[src/rtl/mul_seq_ctrl_if.sv]
// mul_seq_ctrl_if
//   Start/busy/done handshake and operand/result bus for the sequential
//   shift-add multiplier.
//   master : requester (CPU side) drives start and both operands
//   slave  : multiplier controller drives busy, done and product
//   start        request, accepted only while the multiplier is idle
//   multiplicand operand A (WIDTH bits)
//   multiplier   operand B (WIDTH bits)
//   busy         high while iterations are in progress
//   done         one-cycle pulse, product valid
//   product      2*WIDTH-bit unsigned result, held until next accept/reset
interface mul_seq_ctrl_if #(
  parameter int WIDTH = 32
);
  logic                 start;
  logic [WIDTH-1:0]     multiplicand;
  logic [WIDTH-1:0]     multiplier;
  logic                 busy;
  logic                 done;
  logic [2*WIDTH-1:0]   product;

  modport master (
    output start, multiplicand, multiplier,
    input  busy, done, product
  );

  modport slave (
    input  start, multiplicand, multiplier,
    output busy, done, product
  );
endinterface

[src/rtl/mul_seq_ctrl.sv]
// mul_seq_ctrl
//   Sequential shift-add multiplier controller. Latches the multiplicand into
//   X and the multiplier into a right-shifting Y register, then performs WIDTH
//   add/shift iterations into ACC and returns the unsigned 2*WIDTH-bit product.
//   Ports:
//     clk  system clock, rising edge
//     rst  synchronous active-low reset
//     bus  mul_seq_ctrl_if slave modport (start/operands in, busy/done/product out)
//
//   state | meaning
//   ------+--------------------------------------------------------------
//   IDLE  | waiting for start; operands sampled on the accepting edge
//   CALC  | one add/shift iteration per edge, WIDTH iterations in total
//   DONE  | product valid, done pulses for this single cycle
module mul_seq_ctrl #(
  parameter int WIDTH = 32
) (
  input  logic         clk,
  input  logic         rst,
  mul_seq_ctrl_if.slave bus
);

  localparam int CW = $clog2(WIDTH) + 1;

  typedef enum logic [1:0] {
    IDLE = 2'd0,
    CALC = 2'd1,
    DONE = 2'd2
  } state_t;

  state_t               state;
  logic [WIDTH-1:0]     x;
  logic [WIDTH-1:0]     y;
  logic [WIDTH:0]       acc;
  logic [CW-1:0]        cnt;
  logic                 busy_q;
  logic                 done_q;
  logic [2*WIDTH-1:0]   product_q;

  logic [WIDTH:0]       sum;
  logic [2*WIDTH:0]     shifted;

  // ACC[WIDTH] is always zero after a shift (the logical shift feeds a 0 into
  // the top), so adding the full ACC equals adding ACC[WIDTH-1:0].
  always_comb begin
    sum     = acc + (y[0] ? {1'b0, x} : '0);
    shifted = {sum, y} >> 1;
  end

  always_ff @(posedge clk) begin
    if (!rst) begin
      state     <= IDLE;
      x         <= '0;
      y         <= '0;
      acc       <= '0;
      cnt       <= '0;
      busy_q    <= 1'b0;
      done_q    <= 1'b0;
      product_q <= '0;
    end else begin
      case (state)
        IDLE: begin
          done_q <= 1'b0;
          if (bus.start) begin
            x      <= bus.multiplicand;
            y      <= bus.multiplier;
            acc    <= '0;
            cnt    <= '0;
            busy_q <= 1'b1;
            state  <= CALC;
          end
        end
        CALC: begin
          acc <= shifted[2*WIDTH:WIDTH];
          y   <= shifted[WIDTH-1:0];
          cnt <= cnt + CW'(1);
          if (cnt == CW'(WIDTH - 1)) begin
            product_q <= shifted[2*WIDTH-1:0];
            busy_q    <= 1'b0;
            done_q    <= 1'b1;
            state     <= DONE;
          end
        end
        DONE: begin
          done_q <= 1'b0;
          state  <= IDLE;
        end
        default: begin
          busy_q <= 1'b0;
          done_q <= 1'b0;
          state  <= IDLE;
        end
      endcase
    end
  end

  assign bus.busy    = busy_q;
  assign bus.done    = done_q;
  assign bus.product = product_q;

endmodule

[src/flat_wrapper.sv]
// flat-port wrapper written by rule: the top's interface ports become plain ports
module mul_seq_ctrl_flat 
#(
  parameter int WIDTH = 32
)
  (clk, rst, bus_start, bus_multiplicand, bus_multiplier, bus_busy, bus_done, bus_product);
  mul_seq_ctrl_if #(.WIDTH(WIDTH)) bus_i ();
  input  logic clk;
  input  logic rst;
  input wire logic [$bits(bus_i.start)-1:0] bus_start;
  input wire logic [$bits(bus_i.multiplicand)-1:0] bus_multiplicand;
  input wire logic [$bits(bus_i.multiplier)-1:0] bus_multiplier;
  output wire logic [$bits(bus_i.busy)-1:0] bus_busy;
  output wire logic [$bits(bus_i.done)-1:0] bus_done;
  output wire logic [$bits(bus_i.product)-1:0] bus_product;
  assign bus_i.start = bus_start;
  assign bus_i.multiplicand = bus_multiplicand;
  assign bus_i.multiplier = bus_multiplier;
  assign bus_busy = bus_i.busy;
  assign bus_done = bus_i.done;
  assign bus_product = bus_i.product;
  mul_seq_ctrl #(.WIDTH(WIDTH)) u_core (.clk(clk), .rst(rst), .bus(bus_i));
endmodule
[config.mk]
export PLATFORM = sky130hd
export DESIGN_NAME = mul_seq_ctrl_flat
export DESIGN_NICKNAME = d
export VERILOG_FILES = /design/src/rtl/mul_seq_ctrl_if.sv /design/src/rtl/mul_seq_ctrl.sv /design/src/flat_wrapper.sv
export SDC_FILE = /design/constraint.sdc
export NUM_CORES = 1
export LEC_CHECK = 0
export BUFFER_PORTS_ARGS = -buffer_cell sky130_fd_sc_hd__buf_2
export CAP_MARGIN = 15
export CORE_MARGIN = 2
export CORE_UTILIZATION = 57
export CTS_CLUSTER_DIAMETER = 80
export DETAILED_ROUTE_END_ITERATION = 8
export GPL_TIMING_DRIVEN = 0
export PLACE_DENSITY_LB_ADDON = 0.12
export SYNTH_ARGS = -nofsm -noshare
export SYNTH_HDL_FRONTEND = slang
export SYNTH_SLANG_ARGS = --single-unit
export TNS_END_PERCENT = 50
[constraint.sdc]
create_clock -name clk -period 3 [get_ports clk]
set_input_delay 0.6 -clock clk [delete_from_list [all_inputs] [get_ports clk]]
set_output_delay 0.6 -clock clk [all_outputs]
set_load 0.02 [all_outputs]
# Yosys cells after proc, flatten, opt, wreduce, memory -nomap -nowiden
# Index checks and enable logic that the tools add are counted.
[totals] wordCells=37 reg_bits=171 output_inout_bits=66
[op_classes] bitwise=1 mux=13 n_reduce_logical=8 n_addsub=2 n_eq_ne=5
[op_table] op="case mux 33 bit (2 select lines)" count=1
[op_table] op="2-to-1 mux 32 bit" count=2
[op_table] op="case mux 32 bit (2 select lines)" count=1
[op_table] op="adder 33 bit" count=1
[op_table] op="2-to-1 mux 33 bit" count=1
[op_table] op="case mux 6 bit (2 select lines)" count=1
[op_table] op="AND reduction 2 bit" count=5
[op_table] op="adder 6 x 1 -> 6 bit (second input constant)" count=1
[op_table] op="equality test 6 x 5 -> 1 bit (second input constant)" count=1
[op_table] op="2-to-1 mux 6 bit" count=1
[op_table] op="2-to-1 mux 2 bit" count=2
[op_table] op="case mux 2 bit (2 select lines)" count=1
[op_table] op="case mux 1 bit (3 select lines)" count=1
[op_table] op="AND reduction 3 bit" count=1
[op_table] op="equality test 2 x 1 -> 1 bit (second input constant)" count=1
[op_table] op="equality test 2 bit (second input constant)" count=1
[op_table] op="logical NOT 2 bit" count=1
[op_table] op="2-to-1 mux 1 bit" count=2
[op_table] op="!= test 2 x 1 -> 1 bit (second input constant)" count=1
[op_table] op="!= test 2 bit (second input constant)" count=1
[op_table] op="nonzero test 2 bit" count=1
[op_table] op="NOT 1 bit" count=1

# Longest topological paths before layout
# Gate-level depths: netlist (run 1).
[depth] word_depth=3 ltp_mapped=11 mapped_depth_nobuf=11

# Least setup slack after synthesis (run 1)
# No wires, ideal clock.
[synth_timing] path_type="reg-to-reg" from="reg u_core.y[0]" to="reg u_core.product_q[45] (netlist: u_core.bus.product[45])" t_arrival_ps=2412 stages_incl_launch_ff=11 required_ps=2878 n_path_buf=1 slack_ps=466 cell_sequence="dfxtp_1 -> clkbuf_1 -> nand2_1 -> fa_1 -> nand2b_1 -> a21oi_2 -> a31oi_1 -> o21ai_1 -> a21boi_1 -> and4_1 -> a311o_1"
[synth_between] elab_chain_cells=2
[synth_lines] item="start: declaration" line_no="mul_seq_ctrl.sv:33" rtl="logic [WIDTH-1:0] y;"
[synth_lines] item="start signal: assignment" line_no="mul_seq_ctrl.sv:66" rtl="y <= bus.multiplier;"
[synth_lines] item="start signal: assignment" line_no="mul_seq_ctrl.sv:75" rtl="y <= shifted[WIDTH-1:0];"
[synth_lines] item="2-to-1 mux 32 bit" line_no="mul_seq_ctrl.sv:46" rtl="sum = acc + (y[0] ? {1'b0, x} : '0);"
[synth_lines] item="adder 33 bit" line_no="mul_seq_ctrl.sv:46"
[synth_lines] item="end signal: assignment" line_no="mul_seq_ctrl.sv:78" rtl="product_q <= shifted[2*WIDTH-1:0];"
[synth_lines] item="end: declaration" line_no="mul_seq_ctrl.sv:38" rtl="logic [2*WIDTH-1:0] product_q;"
# No other way between the ends.
# A chain may end at the register's enable or synchronous reset.

# Worst setup path in the final report (run 1)
[layout_timing] from="reg u_core.y[0]" to="reg u_core.acc[21]"
[layout_between] elab_chain_cells=3
[layout_lines] item="2-to-1 mux 32 bit" line_no="mul_seq_ctrl.sv:46"
[layout_lines] item="adder 33 bit" line_no="mul_seq_ctrl.sv:46"
[layout_lines] item="case mux 33 bit (2 select lines)" line_no="mul_seq_ctrl.sv:61" rtl="case (state)"
[layout_lines] item="end signal: assignment" line_no="mul_seq_ctrl.sv:74" rtl="acc <= shifted[2*WIDTH:WIDTH];"
[layout_lines] item="end: declaration" line_no="mul_seq_ctrl.sv:34" rtl="logic [WIDTH:0] acc;"
# No other way between the ends.

==> results of run 1 <==
## critical path, stage by stage, from the launching register on
cell and delay (ns):
dfxtp_2 0.41, clkbuf_4 0.24, nand2_1 0.11, fa_1 0.44, nand2b_1 0.20, a21oi_4 0.22, a31o_2 0.28, a21oi_1 0.11
o31ai_1 0.43, xnor2_1 0.21, o21ai_0 0.12
## area by class of cell
class                      count  area [um2]
multi-input combinational    771        4460
clock inverter                11         125
fill                        1205        4220
clock buffer                  21         480
sequential                   170        3400
inverter                      14        52.6
buffer                        71         295
timing repair buffer         133         668
tap                          180         225
## synthesized netlist by cell type, types with 6 or more instances
cell type / n / area [um2]
nand2_1: 206 / 773
dfxtp_1: 170 / 3400
a21oi_1: 123 / 616
nor2_1: 91 / 342
clkbuf_1: 52 / 195
o21ai_0: 38 / 190
and2_1: 36 / 225
o221ai_1: 34 / 298
ha_1: 33 / 413
nand3_1: 32 / 160
inv_1: 14 / 52.6
nor3_1: 13 / 65.1
xnor2_1: 12 / 105
a21o_1: 11 / 82.6
a31oi_1: 11 / 68.8
xor2_1: 11 / 96.3
buf_2: 10 / 50.1
a22o_1: 9 / 78.8
buf_1: 8 / 30.0
or3_1: 8 / 50.1
nand4_1: 7 / 43.8
o21ai_1: 7 / 35.0
a211oi_1: 6 / 45.0
o31ai_1: 6 / 45.0
## worst min-delay path by stage
stage / from / to / slack [ns]
finish: bus_multiplicand[27] / u_core.x[27]$_SDFFE_PN0P_ / 0.39
CTS: bus_multiplicand[18] / u_core.x[18]$_SDFFE_PN0P_ / 0.39
floorplan: u_core.acc[0]$_SDFFE_PN0P_ / u_core.acc[0]$_SDFFE_PN0P_ / 0.43
detailed placement: u_core.x[31]$_SDFFE_PN0P_ / u_core.x[31]$_SDFFE_PN0P_ / 0.44
global placement: u_core.x[23]$_SDFFE_PN0P_ / u_core.x[23]$_SDFFE_PN0P_ / 0.44
global route: bus_multiplicand[24] / u_core.x[24]$_SDFFE_PN0P_ / 0.40
## per-layer routing
layer  track usage [%]  up-vias  routed length, um
li1                  -     3919                  -
met1              44.4     3802              10600
met2              48.1      343              10300
met3              6.18       48               1850
met4              9.66        0                511
met5                 0        -                  0
## cells in the final DEF, fill, tap and decap left out, types with 5 or more instances in the layout
cell type  netlist  layout
buf_2           10     142
a22o_1           9       9
o31ai_1          6       5
a21oi_1        123     121
a21o_1          11      11
inv_6            0       5
ha_1            33      32
clkbuf_1        52      49
o21a_1           5       5
nor3_1          13      13
and2_1          36      36
xnor2_1         12      12
xor2_1          11      11
buf_1            8       8
clkbuf_16        0      17
o21ai_1          7       9
o221ai_1        34      34
nand2_1        206     206
or3_1            8       8
nand3_1         32      32
nand4_1          7       7
inv_1           14      14
dfxtp_1        170     169
nor2_1          91      91
a31oi_1         11      10
o21ai_0         38      36
## cells by family (layout without fill, tap and decap cells)
family | Yosys count | after routing
flops | 170 | 170
fa+ha+maj | 34 | 34
simple gates | 421 | 421
buf+inv | 85 | 250
compound gates | 289 | 289
mux | 4 | 4
xor+xnor | 23 | 23
## sequential cells by signal, indices dropped and copies added, names as in the netlist
| name | flops |
|---|---|
| u_core.bus.product | 64 |
| u_core.acc | 32 |
| u_core.x | 32 |
| u_core.y | 32 |
| u_core.cnt | 6 |
| u_core.state | 2 |
| u_core.bus.busy | 1 |
| u_core.bus.done | 1 |
## timing repair
item / CTS / global route
pin swaps: 0 / 2
setup buffers: 0 / 1
gates resized for setup: 6 / 12
endpoints found under the setup margin: 19 / 28
## report_power, final
| group | internal [mW] | switching (mW) | total [mW] | leakage [nW] |
|---|---|---|---|---|
| clock network | 1.26 | 0.990 | 2.25 | 0.292 |
| logic | 0.145 | 0.277 | 0.422 | 2.33 |
| registers | 2.34 | 0.0537 | 2.39 | 1.38 |
## through the flow
stage	setup TNS (ns)	std cells	hold slack (ns)
after floorplan	0	1026	0.432
after global placement	-2.22	1338	0.439
after detailed placement	-2.37	1338	0.443
after CTS	0	1370	0.390
after global routing	0	1371	0.399
final	0	1371	0.394
==> results_dict.tcl, run 1 <==
set metrics [dict create \
    whs_path_depth 3 \
    endpoint_kind "flop" \
    r2r_start "u_core.y[0]$_SDFFE_PN0P_" \
    critPathLaunch "u_core.y[0]$_SDFFE_PN0P_" \
    cp-start-kind "flop" \
    initial_core_util_pct 58.6 \
    ys_seq_elements 170 \
    synth_fa_ha_area_share_pct 5.30 \
    postCtsHoldBufs 0 \
    coreArea_um2 13900 \
    syn_area_um2 8160 \
    p_total_mw 5.06 \
    route.vias.total 8112 \
    clk_path_buf_depth 2 \
    grtUsageTotal_pct 31.3 \
    cts_made_buffers 17 \
    ios 133 \
    fin_util_pct 69.7 \
    worstPathRequired_ns 3.30 \
    cts_root_buf "clkbuf_16" \
    leakagePower_nw 4.00 \
    cts_htree_levels 4 \
    slew_headroom_pct 47.7 \
    drt_iter0_drc 715 \
    grt_max_degree 17 \
    slew_viol_final 0 \
    status "finished clean" \
    grt_overflow_total 0 \
    final_layout_size_suffix_gt1_share_pct 17.3 \
    die_area_um2 15300 \
    die_w_um 124 \
    r2r_end "u_core.acc[21]$_SDFFE_PN0P_" \
    antenna_found_initial 0 \
    seq_area_frac_synth_pct 41.7 \
    synthXorXnorAreaFrac_pct 2.47 \
    ir_drop_mv 0.399 \
    async_reset_ff_share_pct 0 \
    crit_type "reg -> reg" \
    arrival_ns 3.21 \
    synthMuxAreaShare_pct 0.506 \
    setup_ws_ns 0.0934 \
    grt_pass1_wl_um 36900 \
    synth_simple_gate_area_share_pct 23.0 \
    tightest_slew_ns 0.784 \
    postSynthCellCount 1026 \
    fmax_mhz 344 \
    clock_skew_ns 0.0101 \
    n_antenna_cell 0 \
    portBuffers 132 \
    synth_compound_gate_area_share_pct 22.9 \
    ys_types 68 \
    r2r_slack_ns 0.09 \
    hpwl_um 16700 \
    reg2reg_depth 10 \
    die_h_um 124 \
    synth.avg_cell_area_um2 7.96 \
    place_ws_ns -0.316 \
    cap_violations 0 \
    synth_nets 1127 \
    clk_pin_slew_ns 0.07 \
    period_share_pct 96.9 \
    cts_tree "done" \
    drt-total-wl_um 23300 \
    ant_nets 0 \
    placed_cell_area_um2 9050 \
    fin_nets 1279 \
    postLayoutCellArea_um2 9720 \
    area_delta_synth_final_pct 19.0 \
    crit_path_max_fanout 10 \
    synth_ff_type "dfxtp_1" \
    drt_pass1_iterations 5 \
    worstHoldPathType "in -> reg" \
    yosys_warnings 0 \
    row_count 43 \
    cp-endpoint "u_core.acc[21]$_SDFFE_PN0P_" \
    layout_min_cycle_time_ns 2.91 \
    synth_top_family_by_area "simple AND/OR/NAND/NOR gates" \
    rsz0062_at_grt "false" \
    synth-edff-count 0 \
    wire_per_inst_um 17.0 \
    clock_sinks 170 \
    vias_per_cell 5.92 \
    insertion_delay_ns 0.44 \
    setup_viol 0 \
    gp_congestion 0.958 \
    grt_pass1_vias 7377 \
    power_density_nw_per_um2 521 \
    finalHoldViolations 0 \
    remaining_drc_errors 0 \
]
(Power assumes the default switching activity.)
==> inputs of run 2 (changes only) <==
Settings changed: CORE_MARGIN 2 to unset.
==> run 2 against run 1 <==
Net effect:
- count of clock-buffer cells in the layout down 1
- largest cell class unchanged
- sequential power barely moved
- non-clock buffer count rose by 1
- via count down 0.32%
- largest power group unchanged
==> results_dict.tcl, run 2 (synthesis gave the netlist of run 1 again) <==
set metrics [dict create \
    fin_nets 1280 \
    postLayoutCellArea_um2 9760 \
    final_cells 1372 \
    tightest_slew_ns 0.820 \
    cp.buffers_inverters 1 \
    grt_max_degree 17 \
    crit_path_max_fanout 10 \
    die_w_um 122 \
    p_total_mw 5.12 \
    slew_headroom_pct 45.3 \
    final_layout_size_suffix_gt1_share_pct 17.5 \
    wire_per_inst_um 17.0 \
    arrival_ns 3.19 \
    leakagePower_nw 4.02 \
    gp_congestion 0.962 \
    fill_cells 1191 \
    area_delta_synth_final_pct 19.5 \
    insertion_delay_ns 0.43 \
    largest_reg_flops 64 \
    clock_skew_ns 0.00675 \
    cts_tree "done" \
    grt_overflow_total 0 \
    period_share_pct 96.2 \
    grt_use_met3_pct 6.74 \
    clk_path_buf_depth 2 \
    final_cell_mix "206 x nand2_1, 169 x dfxtp_1, 143 x buf_2" \
    antenna_found_initial 0 \
    crit_family "compound AO/OA/AOI/OAI gates" \
    cts_made_buffers 17 \
    power_density_nw_per_um2 524 \
    grtUsageMet1_pct 45.0 \
    worstPathRequired_ns 3.30 \
    vias_per_cell 5.89 \
    coreArea_um2 13900 \
    slew_viol_final 0 \
    portBuffers 132 \
    grt_pass1_wl_um 37000 \
    grt_pass1_vias 7250 \
    fmax_mhz 347 \
    cp-start-kind "flop" \
    die_area_um2 14800 \
    tns_ns 0 \
    grtUsageTotal_pct 32.2 \
    status "finished clean" \
    ios 133 \
    dp.cells 1338 \
    placed_cell_area_um2 9050 \
    endpoint_kind "flop" \
    ir_drop_mv 0.428 \
    finalHoldViolations 0 \
    worstPathCellList "clkbuf_4, nand2_1, fa_1, nand2b_1, a21oi_4, a31o_2, a21boi_4, o41a_1, xor2_1, o21ai_1" \
    row_count 43 \
    critical-path-max-stage-delay_ns 0.50 \
    use_met2_pct 48.8 \
    route.vias.total 8086 \
    crit_type "reg -> reg" \
    drt_pass1_iterations 8 \
    remaining_drc_errors 0 \
    grt.busiest_layer "met2" \
    cts_root_buf "clkbuf_16" \
    slowest_stage "o41a_1" \
    cts_htree_levels 4 \
    drt-total-wl_um 23300 \
    fin_util_pct 70.0 \
    layout_min_cycle_time_ns 2.88 \
    worstHoldPathType "in -> reg" \
    hpwl_um 16700 \
    ant_nets 0 \
    final_common_cell "nand2_1" \
    initial_core_util_pct 58.6 \
    clk_pin_slew_ns 0.07 \
    setup_viol 0 \
    die_h_um 122 \
    clock_sinks 170 \
    n_antenna_cell 0 \
    cap_violations 0 \
    drt_iter0_drc 780 \
]
-- run 2: cell count changes in the layout (fill, tap and decap cells not counted), moves of 2 or more --
| cell | delta |
|---|---|
| clkbuf_1 | +2 |
| clkbuf_8 | -3 |
| bufinv_16 | +2 |
| inv_6 | -3 |
| a211oi_2 | -2 |
-- run 2: where the power goes --
group	switching, mW	internal [mW]	leakage (nW)
combinational	0.277	0.145	2.35
sequential	0.0548	2.34	1.38
clock	0.959	1.34	0.289
-- run 2: final cells by class --
| cell class | count | area (um2) | share of cell area [%] |
|---|---|---|---|
| clock buffers | 20 | 447 | 4.58 |
| multi-input cells | 771 | 4500 | 46.1 |
| repair buffers | 134 | 676 | 6.92 |
| inverters | 14 | 52.6 | 0.539 |
| flip-flops and latches | 170 | 3400 | 34.9 |
| well taps | 180 | 225 | 2.31 |
| plain buffers | 71 | 293 | 3.00 |
| clock inverters | 12 | 164 | 1.68 |
-- run 2: per-layer routing --
layer  vias up  routed length, um
li1       3907                  -
met1      3769              10600
met2       363              10300
met3        47               1850
met4         0                551
met5         -                  0
-- run 2: worst min-delay path: cells and delay by family --
family                 cells  cell delay (ns)
AO/OA/AOI/OAI              1             0.05
buffers and inverters      1             0.09
AND/OR/NAND/NOR            1             0.04
-- run 2: per-stage QoR --
| step | hold WS [ns] | setup slack (ns) |
|---|---|---|
| 2_1_floorplan | 0.432 | 0.466 |
| 3_3_place_gp | 0.438 | -0.306 |
| 3_5_place_dp | 0.442 | -0.257 |
| 4_1_cts | 0.394 | 0.0113 |
| 5_1_grt | 0.406 | -0.0171 |
| 6_report | 0.400 | 0.115 |
-- run 2: path summary, 6_finish.rpt --
| kind | depth (start not counted) | startpoint | endpoint | slack [ns] |
|---|---|---|---|---|
| worst max-delay path | 10 | u_core.y[0]$_SDFFE_PN0P_ | u_core.acc[23]$_SDFFE_PN0P_ | 0.12 |
| worst min-delay path | 3 | bus_multiplicand[27] | u_core.x[27]$_SDFFE_PN0P_ | 0.40 |
| worst max register to register | 10 | u_core.y[0]$_SDFFE_PN0P_ | u_core.acc[23]$_SDFFE_PN0P_ | 0.12 |
| worst min register to register | 2 | u_core.x[13]$_SDFFE_PN0P_ | u_core.x[13]$_SDFFE_PN0P_ | 0.45 |
-- run 2: timing repair --
item | in CTS | in global routing
resized for setup | 8 | 15
hold buffers | 0 | 0
setup buffers | 0 | 2
pin swaps | 0 | 2
endpoints found under the setup margin | 21 | 28
==> inputs of run 3 (changes only) <==
Settings changed: ABC_AREA set to 1, ABC_CLOCK_PERIOD_IN_PS set to 3000.
==> run 3 against run 2 <==
Net effect:
- the flow now finishes with violations (DRC)
- setup slack improved by 0.078 ns
- total power increased by 3.0%
- die area increased by 6.1%
- sequential share of layout area decreased by 1.5 points
- via count increased by 6.1%
- largest cell class unchanged
- clock skew increased by 0.0053 ns
- count of clock-buffer cells in the layout decreased by 3
- clock power about the same
- critical path depth increased by 7
- global-route usage increased by 1.2 points
- sequential power increased by 2%
==> results_dict.tcl, run 3 <==
set metrics [dict create \
    synth_most_common_cell "nand2_1" \
    vias_per_cell 5.31 \
    yosysTopAreaCellShare_pct 39.2 \
    r2r_start "u_core.y[0]$_SDFFE_PN0P_" \
    p_seq_share_pct 46.0 \
    antenna_found_initial 0 \
    crit_type "reg -> reg" \
    postCtsHoldBufs 0 \
    insertion_delay_ns 0.45 \
    p_total_mw 5.27 \
    clockPowerShare_pct 43.5 \
    final_cell_mix "334 x nand2_1, 207 x inv_1, 169 x dfxtp_1" \
    violations "DRC" \
    ir_drop_mv 0.420 \
    leakagePower_nw 5.38 \
    ys_seq_elements 170 \
    pwr-share-comb_pct 10.4 \
    ys_types 36 \
    min_to "u_core.x[4]$_SDFFE_PN0P_" \
    worstPathCellList "clkbuf_2, nand2_1, inv_1, ha_1, inv_1, fa_1, inv_1, nand3_1, nand3_1, nand2_1, nand2_1, nand3_1, nand3_1, nand2_1, nand2_1, nand2_1, nand2_1" \
    cts_root_buf "clkbuf_16" \
    multi_input_area_um2 4200 \
    tns_ns 0 \
    hpwl_um 19200 \
    crit_family "simple AND/OR/NAND/NOR gates" \
    cp.buffers_inverters 4 \
    syn_area_um2 8670 \
    clock_sinks 170 \
    rsz0062_at_grt "false" \
    worstHoldPathType "in -> reg" \
    drt-total-wl_um 25300 \
    ff_latch_area_um2 3400 \
    fmax_mhz 356 \
    n_antenna_cell 0 \
    cp-start-kind "flop" \
    coreArea_um2 14700 \
    clk_path_buf_depth 2 \
    grtUsageTotal_pct 33.4 \
    synth_nets 1371 \
    arrival_ns 3.19 \
    synth.avg_cell_area_um2 6.83 \
    wire_per_inst_um 15.6 \
    postSynthCellCount 1270 \
    grt_max_degree 20 \
    synth_largest_area_cell "dfxtp_1" \
    synth-edff-count 0 \
    die_h_um 125 \
    synth_area_leaders "dfxtp_1 39%, nand2_1 14%, inv_1 9.0%" \
    portBuffers 132 \
    fill_cells 1341 \
    p_sw_share_pct 28.8 \
    ios 133 \
    remaining_drc_errors 4 \
    seq_area_frac_synth_pct 39.2 \
    final_common_cell "nand2_1" \
    cap_violations 0 \
    holdWs_ns 0.396 \
    finalHoldViolations 0 \
    slew_viol_final 0 \
    final_layout_size_suffix_gt1_share_pct 14.0 \
    die_w_um 125 \
    synth_ff_type "dfxtp_1" \
    cp_common_cell "nand2_1" \
    yosys_warnings 0 \
    async_reset_ff_share_pct 0 \
    drt_pass1_iterations 7 \
    grt_pass1_vias 8192 \
    grt_pass1_wl_um 40700 \
    area_delta_synth_final_pct 17.5 \
    internal_power_mw 3.75 \
    cts_htree_levels 4 \
    p_switching_mw 1.52 \
    die_area_um2 15700 \
    critical-path-max-stage-delay_ns 0.46 \
    tightest_slew_ns 0.909 \
    fin_nets 1521 \
    r2r_end "u_core.acc[23]$_SDFFE_PN0P_" \
    whs_path_depth 3 \
    clk_pin_slew_ns 0.08 \
    gp_congestion 0.974 \
    drt_iter0_drc 555 \
    postCtsSetupBuffers 0 \
    largest_reg_flops 64 \
    clock_skew_ns 0.0120 \
    crit_path_max_fanout 10 \
    cts_tree "done" \
    grt_overflow_total 0 \
    period_share_pct 93.6 \
    slew_headroom_pct 39.4 \
    endpoint_kind "flop" \
    route.vias.total 8581 \
    layout_min_cycle_time_ns 2.81 \
    worstPathRequired_ns 3.38 \
    reg2reg_depth 17 \
    setup_viol 0 \
    initial_core_util_pct 59.0 \
    synthTopCellsByCount "334 x nand2_1, 207 x inv_1, 170 x dfxtp_1" \
    hp-start "bus_multiplicand[4]" \
    cts_made_buffers 17 \
    row_count 44 \
    ant_nets 0 \
    r2r_slack_ns 0.19 \
    slowest_stage "dfxtp_2" \
    status "finished, violations left" \
    power_density_nw_per_um2 517 \
]
[run 3: area by class of cell]
cell class / instances / area share [%]
flip-flops and latches: 170 / 33.4
plain buffers: 56 / 2.76
clock inverters: 15 / 1.93
repair buffers: 132 / 6.48
clock buffers: 17 / 4.17
well taps: 184 / 2.26
inverters: 211 / 7.78
multi-input cells: 832 / 41.2
[run 3: timing repair]
| item | CTS | global route |
|---|---|---|
| resized for setup | 1 | 2 |
| endpoints found under the setup margin | 19 | 17 |
| pin swaps | 0 | 0 |
[run 3: power groups by stage]
stage | logic [mW] | registers, mW | clock network, mW
floorplan | 0.356 | 2.46 | 0
global placement | 0.537 | 2.47 | 0
detailed placement | 0.547 | 2.47 | 0
CTS | 0.547 | 2.42 | 2.31
global route | 0.621 | 2.44 | 2.41
finish | 0.549 | 2.43 | 2.29
[run 3: cell families (layout without fill, tap and decap cells)]
logic type	after synthesis	count (layout)	share of synthesized area [%]
AND/OR/NAND/NOR	545	545	25.5
buffers and inverters	268	431	12.4
AO/OA/AOI/OAI	238	238	16.3
flip-flops	170	170	39.2
adder cells (fa/ha/maj)	34	34	4.99
XOR/XNOR	15	15	1.51
[run 3: metal layers]
metal	track usage, %	routed length, um	share of wire [%]	up-vias
met2	57.0	12000	47	267
met5	0	0	0	-
li1	-	-	-	4353
met3	7.66	1770	7.0	56
met1	40.0	10700	42	3905
met4	15.3	884	3.5	0
[run 3: per-stage QoR]
| stage | setup WS, ns | utilization (%) | std cells | area [um2] |
|---|---|---|---|---|
| global placement | -0.185 | 65.1 | 1586 | 9560 |
| CTS | 0.0218 | 69.3 | 1617 | 10200 |
| finish | 0.193 | 69.3 | 1617 | 10200 |
| detailed placement | -0.217 | 65.1 | 1586 | 9560 |
| global route | 0.0283 | 69.3 | 1617 | 10200 |
| floorplan | 0.633 | - | 1270 | 8670 |
[run 3: worst min-delay path, delay by kind of cell]
family	cells	cell delay (ns)
buffers and inverters	1	0.07
AO/OA/AOI/OAI	1	0.07
AND/OR/NAND/NOR	1	0.07
[run 3: how the worst max path moves through the flow]
stage | start | endpoint | slack, ns | cells after the start
global placement | u_core.y[0]$_SDFFE_PN0P_ | u_core.bus.product[47]$_SDFFE_PN0P_ | -0.18 | 17
CTS | u_core.y[0]$_SDFFE_PN0P_ | u_core.bus.product[47]$_SDFFE_PN0P_ | 0.02 | 16
finish | u_core.y[0]$_SDFFE_PN0P_ | u_core.acc[23]$_SDFFE_PN0P_ | 0.19 | 17
floorplan | u_core.y[0]$_SDFFE_PN0P_ | u_core.bus.product[55]$_SDFFE_PN0P_ | 0.63 | 17
detailed placement | u_core.y[0]$_SDFFE_PN0P_ | u_core.bus.product[47]$_SDFFE_PN0P_ | -0.22 | 17
global route | u_core.y[0]$_SDFFE_PN0P_ | u_core.acc[23]$_SDFFE_PN0P_ | 0.03 | 17
